--- config.mk ---
export PLATFORM = sky130hd
export DESIGN_NAME = param_sfifo
export DESIGN_NICKNAME = d
export VERILOG_FILES = /design/src/rtl/cnn_fifo_pkg.sv /design/src/rtl/fifo_mem.sv /design/src/rtl/param_sfifo.sv
export SDC_FILE = /design/constraint.sdc
export NUM_CORES = 1
export LEC_CHECK = 0
export ABC_AREA = 1
export ABC_CLOCK_PERIOD_IN_PS = 1900
export CAP_MARGIN = 25
export CORE_UTILIZATION = 54
export CTS_BUF_LIST = sky130_fd_sc_hd__clkbuf_2
export DETAILED_ROUTE_END_ITERATION = 8
export PLACE_DENSITY = 0.78
export REMOVE_ABC_BUFFERS = 1
export SLEW_MARGIN = 0
export SYNTH_ARGS = -nofsm -noshare
export SYNTH_HDL_FRONTEND = slang
export SYNTH_SLANG_ARGS = --single-unit
--- constraint.sdc ---
create_clock -name clk -period 1.9 [get_ports clk]
set_clock_uncertainty 0.15 [all_clocks]
set_input_delay 0.38 -clock clk [delete_from_list [all_inputs] [get_ports clk]]
set_output_delay 0.38 -clock clk [all_outputs]
set_load 0.01 [all_outputs]
--- src/rtl/cnn_fifo_pkg.sv ---
// Shared constants and helpers for the synchronous FIFO family.
// Latency: n/a (package only).
// Backpressure: n/a (package only).
package cnn_fifo_pkg;

  // Default geometry and flag thresholds.
  localparam int DEF_WIDTH     = 8;
  localparam int DEF_DEPTH     = 8;
  localparam int DEF_AF_THRESH = DEF_DEPTH - 2;
  localparam int DEF_AE_THRESH = 2;

  // Address bits needed to index 'depth' entries (ceil(log2)), at least 1.
  function automatic int ptr_w(input int depth);
    int w;
    w = 1;
    while ((1 << w) < depth) begin
      w = w + 1;
    end
    return w;
  endfunction

endpackage

--- src/rtl/fifo_mem.sv ---
// DEPTH x WIDTH storage array: one synchronous write port, one combinational read port.
// Latency: write lands at the clock edge; read data follows rd_addr with no clock.
// Backpressure: none; the caller only asserts wr_en for accepted writes.
module fifo_mem
  import cnn_fifo_pkg::*;
#(
  parameter int WIDTH = DEF_WIDTH,
  parameter int DEPTH = DEF_DEPTH,
  parameter int AW    = ptr_w(DEPTH)
) (
  input  logic             clk,
  input  logic             wr_en,
  input  logic [AW-1:0]    wr_addr,
  input  logic [WIDTH-1:0] wr_data,
  input  logic [AW-1:0]    rd_addr,
  output logic [WIDTH-1:0] rd_data
);

  // Contents are intentionally not reset; validity is tracked by the pointers.
  logic [WIDTH-1:0] mem [DEPTH];

  // Store the accepted write word.
  always_ff @(posedge clk) begin
    if (wr_en) begin
      mem[wr_addr] <= wr_data;
    end
  end

  assign rd_data = mem[rd_addr];

endmodule

--- src/rtl/param_sfifo.sv ---
// Parameterised single-clock FIFO with occupancy flags and sticky error flags.
// Latency: FWFT=0 data one edge after an accepted read; FWFT=1 head word shown combinationally.
// Backpressure: writes refused while full, reads refused while empty; refusals set sticky flags.
module param_sfifo
  import cnn_fifo_pkg::*;
#(
  parameter int WIDTH     = DEF_WIDTH,
  parameter int DEPTH     = DEF_DEPTH,
  parameter int FWFT      = 0,
  parameter int AF_THRESH = DEPTH - 2,
  parameter int AE_THRESH = DEF_AE_THRESH
) (
  input  logic                   clk,
  input  logic                   rest,
  input  logic                   wr_en,
  input  logic [WIDTH-1:0]       wr_data,
  input  logic                   rd_en,
  output logic [WIDTH-1:0]       rd_data,
  output logic                   rd_valid,
  output logic                   full,
  output logic                   empty,
  output logic                   almost_full,
  output logic                   almost_empty,
  output logic [$clog2(DEPTH):0] count,
  output logic                   overflow,
  output logic                   underflow
);

  localparam int PW = ptr_w(DEPTH);
  localparam int CW = $clog2(DEPTH) + 1;

  // Reject geometries the pointer arithmetic cannot handle.
  if (DEPTH < 2 || (DEPTH & (DEPTH - 1)) != 0) begin : g_bad_depth
    $error("param_sfifo: DEPTH must be a power of two >= 2");
  end
  if (WIDTH < 1) begin : g_bad_width
    $error("param_sfifo: WIDTH must be >= 1");
  end

  logic [PW-1:0]    wr_ptr;
  logic [PW-1:0]    rd_ptr;
  logic [CW-1:0]    count_q;
  logic             overflow_q;
  logic             underflow_q;
  logic [WIDTH-1:0] mem_rd_data;
  logic             wr_acc;
  logic             rd_acc;

  // Flags are pure decodes of the registered occupancy.
  assign full         = (count_q == CW'(DEPTH));
  assign empty        = (count_q == '0);
  assign almost_full  = (int'(count_q) >= AF_THRESH);
  assign almost_empty = (int'(count_q) <= AE_THRESH);
  assign count        = count_q;
  assign overflow     = overflow_q;
  assign underflow    = underflow_q;

  // Acceptance only looks at the current flags, so a read never frees space
  // for a write in the same cycle. Requests during reset are ignored.
  assign wr_acc = wr_en & ~full  & ~rest;
  assign rd_acc = rd_en & ~empty & ~rest;

  fifo_mem #(
    .WIDTH (WIDTH),
    .DEPTH (DEPTH),
    .AW    (PW)
  ) u_mem (
    .clk     (clk),
    .wr_en   (wr_acc),
    .wr_addr (wr_ptr),
    .wr_data (wr_data),
    .rd_addr (rd_ptr),
    .rd_data (mem_rd_data)
  );

  // Advance pointers and occupancy on accepted transfers; wrap is implicit
  // because DEPTH is a power of two.
  always_ff @(posedge clk) begin
    if (rest) begin
      wr_ptr  <= '0;
      rd_ptr  <= '0;
      count_q <= '0;
    end else begin
      if (wr_acc) begin
        wr_ptr <= wr_ptr + 1'b1;
      end
      if (rd_acc) begin
        rd_ptr <= rd_ptr + 1'b1;
      end
      case ({wr_acc, rd_acc})
        2'b10:   count_q <= count_q + 1'b1;
        2'b01:   count_q <= count_q - 1'b1;
        default: count_q <= count_q;
      endcase
    end
  end

  // Sticky error flags record any refused request until the next reset.
  always_ff @(posedge clk) begin
    if (rest) begin
      overflow_q  <= 1'b0;
      underflow_q <= 1'b0;
    end else begin
      if (wr_en && full) begin
        overflow_q <= 1'b1;
      end
      if (rd_en && empty) begin
        underflow_q <= 1'b1;
      end
    end
  end

  if (FWFT != 0) begin : g_fwft
    // Head word is always on the bus; a pop simply moves to the next entry.
    assign rd_data  = mem_rd_data;
    assign rd_valid = ~empty;
  end else begin : g_reg
    logic [WIDTH-1:0] rd_data_q;
    logic             rd_valid_q;

    // Capture the popped word; rd_valid pulses for the cycle after the pop
    // while rd_data keeps its last value otherwise.
    always_ff @(posedge clk) begin
      if (rest) begin
        rd_data_q  <= '0;
        rd_valid_q <= 1'b0;
      end else begin
        rd_valid_q <= rd_acc;
        if (rd_acc) begin
          rd_data_q <= mem_rd_data;
        end
      end
    end

    assign rd_data  = rd_data_q;
    assign rd_valid = rd_valid_q;
  end

endmodule

==> flow_metrics.env, run 1 <==
export IMPL_synth_area_leaders="edfxtp_1 (52%), dfxtp_1 (11%), nand2_1 (10%)"
export IMPL_status="finished with violations"
export IMPL_post_route_drc_count=0
export IMPL_clock_sinks=85
export IMPL_insertion_delay_ns=0.52
export IMPL_tightestPinTransition_ns=0.394
export IMPL_period_minus_slack_ns=2.08
export IMPL_synth_top_area_share_pct=51.5
export IMPL_clock_root_buffer="clkbuf_2"
export IMPL_htree_num_levels=3
export IMPL_relSlewSlack_pct=73.6
export IMPL_maxCapViolCount=0
export IMPL_end_kind="flip-flop"
export IMPL_drive_gt1_share_pct=22.1
export IMPL_ir_drop_mv=0.538
export IMPL_required_ns=2.19
export IMPL_fmax_mhz=480
export IMPL_cts_tree="done"
export IMPL_rsz0062_at_grt="yes"
export IMPL_grt_pass1_vias=2837
export IMPL_cts_clk_slew_worst_paths_ns=0.21
export IMPL_cts_buffers=9
export IMPL_worstHoldPathType="reg2reg"
export IMPL_drtIter0Drc=239
export IMPL_fin_area_sq_mm=0.00458
export IMPL_critical_path_slowest_cell="dfxtp_2"
export IMPL_setup_tns_ns=-0.517
export IMPL_p_leak_nw=2.02
export IMPL_grt_overflow=0
export IMPL_grt_max_degree=35
export IMPL_routed_wl_mm=8.92
export IMPL_cts_buffer_depth=2
export IMPL_syn_area_per_cell_sq_um=9.64
export IMPL_cpPeakStageDelay_ns=0.40
export IMPL_fin_crit_sh_pct=110
export IMPL_fill_cells=477
export IMPL_start_kind="flip-flop"
export IMPL_power_density_mw_per_mm2=903
export IMPL_place_inst=517
export IMPL_die_w_um=85.1
export IMPL_syn2layout_area_growth_pct=22.7
export IMPL_ant_nets=0
export IMPL_start_util_pct=57.4
export IMPL_io_buffers=30
export IMPL_finalNonFillerCells=538
export IMPL_antenna_cells=0
export IMPL_synth_cell_types=24
export IMPL_min_from="overflow"
export IMPL_final_common_cell="nand2_1"
export IMPL_chipHeight_um=85.1
export IMPL_r2r_cells=14
export IMPL_worst_slack_ns=-0.185
export IMPL_grt_pass1_wl_mm=13.4
export IMPL_ios=31
export IMPL_gp_congestion=0.912
export IMPL_timing_rr_start="count[2]"
export IMPL_final_core_util_pct=70.4
export IMPL_dp_slack_ns=-0.475
export IMPL_post_drt_wl_per_cell_um=16.6
export IMPL_dr_pass1_iters=5
export IMPL_reg2reg_to="count[2]"
export IMPL_antenna_found_initial=0
export IMPL_dpl_cell_area_sq_mm=0.00430
export IMPL_syn_area_sq_mm=0.00373
export IMPL_holdPathEnd="overflow"
export IMPL_post_drt_via_cell_ratio=5.38
export IMPL_yosys_register_bits=85
export IMPL_row_count=29
export IMPL_layout_nets=473
export IMPL_fp_coreArea_sq_mm=0.00649
export IMPL_cp_cell_sequence="buf_6, nor2_4, nand2_2, nand2_4, nor2_8, ha_4, nand2_2, inv_2, nor2_4, ha_4, a21oi_4, xnor2_2, o21ai_1, inv_1"
export IMPL_final_cell_mix="nand2_1 (102), inv_1 (65), edfxtp_1 (64)"
export IMPL_register_area_sq_mm=0.00236
export IMPL_violations="negative setup slack"
export IMPL_reg2reg_setup_slack_ns=-0.18
export IMPL_hold_depth=2
export IMPL_finalSetupViolCount=6
export IMPL_vias=2897
export IMPL_drv_slew=0
export IMPL_syn_inst=387
export IMPL_yosys_warnings=0
export IMPL_gr_usage_all_layers_pct=25.3
export IMPL_path_max_fanout=4
export IMPL_seq_area_frac_synth_pct=62.8
export IMPL_place_hpwl_mm=5.47
export IMPL_worst_ep_arrival_time_ns=2.38
export IMPL_path_class="reg2reg"
export IMPL_hold_viol_final=0
export IMPL_synth_largest_area_cell="edfxtp_1"
export IMPL_die_area_sq_mm=0.00724
export IMPL_multi_input_area_sq_mm=0.00114
[synth_stat cells]
cell	count
a211oi_1	1
a21oi_1	18
buf_2	4
buf_4	4
buf_6	4
clkbuf_1	1
clkinv_1	1
clkinv_2	1
dfxtp_1	21
edfxtp_1	64
ha_1	5
inv_1	70
inv_4	2
nand2_1	103
nand2_2	1
nand2_4	1
nand3_1	53
nand4_1	1
nor2_1	15
nor2_8	1
nor3_1	2
nor3b_1	2
o21ai_0	10
xnor2_1	2
[state kept, by name, indices dropped and copies added (netlist names)]
name / count
count: 4
overflow: 1
rd_data: 8
rd_ptr: 3
rd_valid: 1
u_mem.mem: 64
underflow: 1
wr_ptr: 3
[metal layers]
layer / GRT usage [%] / routed length [um] / part of all wire (%) / vias up
met5: 0 / 0 / 0 / -
met4: 10.0 / 220 / 2.5 / 0
met3: 6.91 / 589 / 6.6 / 20
met2: 43.6 / 4670 / 52 / 124
met1: 30.2 / 3440 / 39 / 1371
li1: - / - / - / 1382
[worst max-delay path, delay by kind of cell (launching register included)]
kind	cells	cell delay, ns
and+or+nand+nor	6	0.46
DFF	1	0.40
xor gates and xnor gates	1	0.10
adders and majority gates	2	0.34
AOI/OAI and AO/OA	2	0.30
buffers and inverters	3	0.25
[power breakdown]
group	switching [mW]	leakage, nW	internal, mW
Combinational	0.726	1.21	0.507
Sequential	0.0554	0.755	2.09
Clock	0.570	0.0573	0.186
[cells by family (layout without fill, tap and decap cells)]
group	Yosys count	after routing	share of synthesized area (%)
AOI/OAI and AO/OA	29	29	3.96
xor gates and xnor gates	2	2	0.470
adders and majority gates	5	5	1.68
buffers and inverters	87	161	10.3
DFF	85	85	62.8
and+or+nand+nor	179	179	20.8
[worst max path at each step]
stage          startpoint            to  slack [ns]  depth (start not counted)
6_report         count[2]      count[2]       -0.18                         14
5_1_grt          count[2]      count[2]       -0.26                         14
4_1_cts          count[2]  almost_empty       -0.09                          6
3_5_place_dp         rest      count[2]       -0.47                         12
3_3_place_gp         rest      count[2]       -0.41                         12
2_1_floorplan    count[3]      count[2]       -0.15                         13
[repair_timing]
action | in CTS | in global routing
resized for setup | 70 | 28
setup buffers | 2 | 3
hold buffers | 0 | 0
pin swaps | 0 | 10
endpoints found under the setup margin | 22 | 43
[metrics by stage]
stage | hold slack, ns | total power, mW
CTS | 0.311 | 3.98
detailed placement | 0.290 | 3.22
floorplan | 0.299 | 2.72
global placement | 0.287 | 3.17
finish | 0.308 | 4.13
global route | 0.323 | 4.31
[area by class of cell]
cell class,count,area share (%)
Clock buffer,13,1.42
Clock inverter,3,0.328
Inverter,74,6.32
Multi-Input combinational cell,215,24.9
Sequential cell,85,51.5
Tap cell,77,2.11
Timing Repair Buffer,71,13.4
(Power assumes the default switching activity.)
==> inputs of run 2 (changes only) <==
--- a/config.mk
+++ b/config.mk
@@ -11,7 +11,7 @@
 export CORE_UTILIZATION = 54
 export CTS_BUF_LIST = sky130_fd_sc_hd__clkbuf_2
 export DETAILED_ROUTE_END_ITERATION = 8
-export PLACE_DENSITY = 0.78
+export PLACE_DENSITY_LB_ADDON = 0.15
 export REMOVE_ABC_BUFFERS = 1
 export SLEW_MARGIN = 0
 export SYNTH_ARGS = -nofsm -noshare
==> run 2 against run 1 <==
Against the previous run:
- the flow still finishes with violations (negative setup slack)
- flip-flop and latch count stayed put
- first-iteration DRC count is 22% lower
- clock-buffer cell count down 3
- register-to-register slack improved by 0.11 ns
- non-clock buffer count is 4 higher
==> flow_metrics.env, run 2 (synthesis results as in run 1) <==
export IMPL_cp_cell_sequence="buf_6, inv_4, o21ai_2, inv_1, buf_2"
export IMPL_drive_gt1_share_pct=23.0
export IMPL_grt_overflow=0
export IMPL_place_hpwl_mm=4.97
export IMPL_critical_path_top_delay_family="flip-flops"
export IMPL_post_drt_wl_per_cell_um=14.8
export IMPL_worst_ep_arrival_time_ns=1.46
export IMPL_rsz0062_at_grt="yes"
export IMPL_r2r_cells=14
export IMPL_grt_max_degree=35
export IMPL_pwr_share_seq_pct=50.4
export IMPL_setup_tns_ns=-0.344
export IMPL_p_comb_share_pct=28.2
export IMPL_violations="negative setup slack"
export IMPL_post_route_drc_count=0
export IMPL_timing_rr_start="count[3]"
export IMPL_clkPwrFrac_pct=21.4
export IMPL_layout_nets=477
export IMPL_dr_pass1_iters=4
export IMPL_power_density_mw_per_mm2=922
export IMPL_grt_pass1_wl_mm=12.6
export IMPL_chipHeight_um=85.1
export IMPL_finalNonFillerCells=542
export IMPL_fp_coreArea_sq_mm=0.00649
export IMPL_post_drt_via_cell_ratio=5.16
export IMPL_start_util_pct=57.4
export IMPL_cts_buffers=9
export IMPL_io_buffers=30
export IMPL_largest_reg_flops=64
export IMPL_antenna_found_initial=0
export IMPL_die_area_sq_mm=0.00724
export IMPL_antenna_cells=0
export IMPL_insertion_delay_ns=0.55
export IMPL_finalSetupViolCount=6
export IMPL_hold_viol_final=0
export IMPL_period_minus_slack_ns=1.99
export IMPL_start_kind="flip-flop"
export IMPL_cts_tree="done"
export IMPL_clock_root_buffer="clkbuf_2"
export IMPL_final_common_cell="nand2_1"
export IMPL_grt_pass1_vias=2530
export IMPL_regMostFlops="u_mem.mem"
export IMPL_critical_path_slowest_cell="dfxtp_2"
export IMPL_worst_slack_ns=-0.0927
export IMPL_reg2reg_setup_slack_ns=-0.07
export IMPL_row_count=29
export IMPL_final_cell_mix="nand2_1 (102), edfxtp_1 (64), inv_1 (63)"
export IMPL_drtIter0Drc=187
export IMPL_vias=2795
export IMPL_ir_drop_mv=0.547
export IMPL_gr_usage_all_layers_pct=23.6
export IMPL_cpPeakStageDelay_ns=0.41
export IMPL_cts_buffer_depth=2
export IMPL_cts_hold_fix_buffers=0
export IMPL_routed_wl_mm=8.04
export IMPL_reg2reg_to="count[2]"
export IMPL_crit_buf_inv=4
export IMPL_dp_slack_ns=-0.433
export IMPL_power_total_mw=4.27
export IMPL_p_sw_share_pct=31.7
export IMPL_path_depth=5
export IMPL_syn2layout_area_growth_pct=24.0
export IMPL_path_max_fanout=5
export IMPL_die_w_um=85.1
export IMPL_required_ns=1.37
export IMPL_status="finished with violations"
export IMPL_endpoint="almost_empty"
export IMPL_fmax_mhz=502
export IMPL_ant_nets=0
export IMPL_relSlewSlack_pct=76.1
export IMPL_gp_congestion=0.885
export IMPL_drv_slew=0
export IMPL_clock_sinks=85
export IMPL_intPower_mw=2.91
export IMPL_maxCapViolCount=0
export IMPL_fin_crit_sh_pct=105
export IMPL_p_switching_mw=1.35
export IMPL_cts_clk_slew_worst_paths_ns=0.21
export IMPL_worstHoldPathType="in2reg"
export IMPL_place_inst=517
export IMPL_end_kind="output pin"
export IMPL_p_leak_nw=2.05
export IMPL_path_class="reg2out"
export IMPL_ios=31
export IMPL_tightestPinTransition_ns=0.359
export IMPL_startpoint="count[1]"
export IMPL_htree_num_levels=3
run 2: cell count changes in the layout (fill, tap and decap cells not counted), moves of 2 or more:
cell / previous run / this run
buf_4: 32 / 36
clkbuf_2: 13 / 11
clkdlybuf4s15_1: 4 / 2
inv_1: 65 / 63
nor2_1: 6 / 8
nor2_2: 5 / 3
run 2: worst reg2reg max path, cell delays in order (launching register included):
cell and delay [ns]:
dfxtp_2 0.39, buf_6 0.12, nor2_4 0.11, nand2_2 0.10
nand2_4 0.10, nor2_8 0.04, ha_4 0.18, nand2_2 0.06
inv_2 0.05, nor2_4 0.10, ha_2 0.18, a21oi_2 0.04
xnor2_1 0.12, o21ai_1 0.12, inv_1 0.05
run 2: worst min path at each step:
stage | slack [ns] | to | from | cells after the start
2_1_floorplan | 0.30 | overflow | rest | 1
3_3_place_gp | 0.29 | overflow | overflow | 2
3_5_place_dp | 0.29 | overflow | overflow | 2
4_1_cts | 0.29 | underflow | rd_en | 3
5_1_grt | 0.33 | overflow | overflow | 2
6_report | 0.31 | underflow | rd_en | 3
run 2: area by class of cell:
class | instances | area, sq um
clock inverters | 6 | 62.6
fillers | 483 | 1870
well taps | 77 | 96.3
multi-input cells | 215 | 1110
clock buffers | 10 | 50.0
flip-flops and latches | 85 | 2360
inverters | 74 | 292
repair buffers | 75 | 653
run 2: per-layer routing:
metal  track usage (%)  wire length (um)
met1              31.0              3280
met2              38.6              3960
met3              3.79               641
met4              10.9               157
met5                 0                 0
run 2: through the flow:
step	area, sq um	hold WS [ns]	util [%]
after CTS	4530	0.290	69.7
after floorplan	3630	0.299	-
final	4630	0.309	71.2
after detailed placement	4310	0.288	66.4
after global placement	4310	0.286	66.4
after global routing	4630	0.335	71.2
run 2: power by group through the flow:
stage                     combinational, mW  clock, mW  sequential (mW)
after global routing                   1.32      0.985             2.16
after global placement                 1.01          0             2.17
final                                  1.20      0.913             2.15
after floorplan                       0.489          0             2.23
after detailed placement               1.03          0             2.17
after CTS                              1.08      0.935             2.14
run 2: what timing repair did:
item | 4_1_cts | 5_1_grt
buffers inserted | 5 | 4
resized for setup | 66 | 32
endpoints found under the setup margin | 28 | 44
pin swaps | 8 | 9
==> inputs of run 3 (changes only) <==
--- a/config.mk
+++ b/config.mk
@@ -7,7 +7,6 @@
 export LEC_CHECK = 0
 export ABC_AREA = 1
 export ABC_CLOCK_PERIOD_IN_PS = 1900
-export CAP_MARGIN = 25
 export CORE_UTILIZATION = 54
 export CTS_BUF_LIST = sky130_fd_sc_hd__clkbuf_2
 export DETAILED_ROUTE_END_ITERATION = 8
@@ -17,3 +16,4 @@
 export SYNTH_ARGS = -nofsm -noshare
 export SYNTH_HDL_FRONTEND = slang
 export SYNTH_SLANG_ARGS = --single-unit
+export TNS_END_PERCENT = 5
==> run 3 against run 2 <==
Against the previous run:
- the run still ends with negative setup slack left
- cell count down 1.1%
- flip-flop and latch count unchanged
- power down 1.3%
- combinational power down 4%
- clock-buffer cell count unchanged
- sequential share of layout area up 0.71 points
- first-iteration DRC count down 21%
- worst hold slack better by 0.0023 ns
- sequential power about the same
- clock power about the same
- critical path type unchanged
- largest cell class unchanged
- largest power group unchanged
==> flow_metrics.env, run 3 (synthesis results as in run 1) <==
export IMPL_status="finished with violations"
export IMPL_violations="negative setup slack"
export IMPL_antenna_cells=0
export IMPL_layout_nets=471
export IMPL_insertion_delay_ns=0.54
export IMPL_required_ns=1.37
export IMPL_finalSetupViolCount=15
export IMPL_fin_area_sq_mm=0.00456
export IMPL_cts_hold_fix_buffers=0
export IMPL_start_util_pct=57.4
export IMPL_holdWs_ns=0.311
export IMPL_power_density_mw_per_mm2=923
export IMPL_cts_tree="done"
export IMPL_drv_slew=0
export IMPL_worst_ep_arrival_time_ns=1.48
export IMPL_antenna_found_initial=0
export IMPL_use_met2_pct=37.0
export IMPL_worstHoldPathType="reg2reg"
export IMPL_gr_usage_all_layers_pct=22.9
export IMPL_place_hpwl_mm=4.97
export IMPL_maxCapViolCount=0
export IMPL_grt_max_degree=35
export IMPL_end_kind="output pin"
export IMPL_routed_wl_mm=7.73
export IMPL_rsz0062_at_grt="yes"
export IMPL_drtIter0Drc=148
export IMPL_io_buffers=30
export IMPL_chipHeight_um=85.1
export IMPL_period_minus_slack_ns=2.01
export IMPL_vias=2711
export IMPL_drive_gt1_share_pct=22.0
export IMPL_clock_root_buffer="clkbuf_2"
export IMPL_post_route_drc_count=0
export IMPL_dpl_cell_area_sq_mm=0.00431
export IMPL_largest_reg_flops=64
export IMPL_clock_sinks=85
export IMPL_die_w_um=85.1
export IMPL_regMostFlops="u_mem.mem"
export IMPL_start_kind="flip-flop"
export IMPL_grtUsageMet1_pct=30.2
export IMPL_syn2layout_area_growth_pct=22.3
export IMPL_worst_slack_ns=-0.107
export IMPL_cts_buffer_depth=2
export IMPL_fmax_mhz=498
export IMPL_grt_pass1_wl_mm=12.2
export IMPL_post_drt_via_cell_ratio=5.06
export IMPL_htree_num_levels=3
export IMPL_dp_slack_ns=-0.433
export IMPL_fp_coreArea_sq_mm=0.00649
export IMPL_cts_clk_slew_worst_paths_ns=0.21
export IMPL_relSlewSlack_pct=76.7
export IMPL_tightestPinTransition_ns=0.350
export IMPL_gp_congestion=0.885
export IMPL_ios=31
export IMPL_ant_nets=0
export IMPL_path_max_fanout=5
export IMPL_fin_crit_sh_pct=106
export IMPL_final_cell_mix="nand2_1 (102), inv_1 (64), edfxtp_1 (64)"
export IMPL_grt_pass1_vias=2481
export IMPL_post_drt_wl_per_cell_um=14.4
export IMPL_grt_most_used_layer="met2"
export IMPL_ir_drop_mv=0.551
export IMPL_die_area_sq_mm=0.00724
export IMPL_met3_usage_pct=3.79
export IMPL_path_class="reg2out"
export IMPL_final_common_cell="nand2_1"
export IMPL_row_count=29
export IMPL_dr_pass1_iters=4
export IMPL_hold_viol_final=0
export IMPL_p_leak_nw=2.02
export IMPL_grt_overflow=0
export IMPL_cts_buffers=9
-- run 3: layout make-up --
cell class                      count  area [sq um]
Clock buffer                       10          50.0
Clock inverter                      6          62.6
Fill cell                         500          1930
Inverter                           74           292
Multi-Input combinational cell    215          1110
Sequential cell                    85          2360
Tap cell                           77          96.3
Timing Repair Buffer               69           594
-- run 3: path summary, 6_finish.rpt --
check / from / to / slack, ns / depth (start not counted)
worst min-delay path: underflow / underflow / 0.31 / 2
worst max-delay path: count[1] / almost_empty / -0.11 / 5
worst min register to register: underflow / underflow / 0.31 / 2
worst max register to register: count[3] / count[2] / -0.07 / 13
-- run 3: metrics by stage --
stage	setup TNS (ns)	utilization [%]	instances	power, mW
after global placement	-14.75	66.4	517	3.18
after global routing	-2.72	70.2	536	4.42
after floorplan	-0.181	-	374	2.72
after CTS	-0.698	68.3	534	4.09
final	-0.449	70.2	536	4.21
after detailed placement	-15.80	66.4	517	3.20
-- run 3: timing repair --
item / CTS / global route
gates resized for setup: 53 / 39
pin swaps: 1 / 9
setup endpoints to repair: 28 / 22
setup buffers: 1 / 2
endpoints found under the hold margin: 0 / 0
-- run 3: power by group --
part / switching, mW / internal, mW / leakage, nW
registers: 0.0618 / 2.09 / 0.755
clock network: 0.606 / 0.308 / 0.0676
logic: 0.662 / 0.485 / 1.19
-- run 3: per-layer routing --
layer	up-vias	share of wire (%)	wire (um)
met1	1247	44	3420
met2	60	50	3860
met5	-	0	0
li1	1386	-	-
met4	0	2.2	168
met3	18	3.6	279
-- run 3: critical path, cell delays in order (launching register included) --
cell     delay [ns]
dfxtp_2        0.41
buf_6          0.14
inv_4          0.05
o21ai_2        0.14
inv_1          0.06
buf_2          0.14
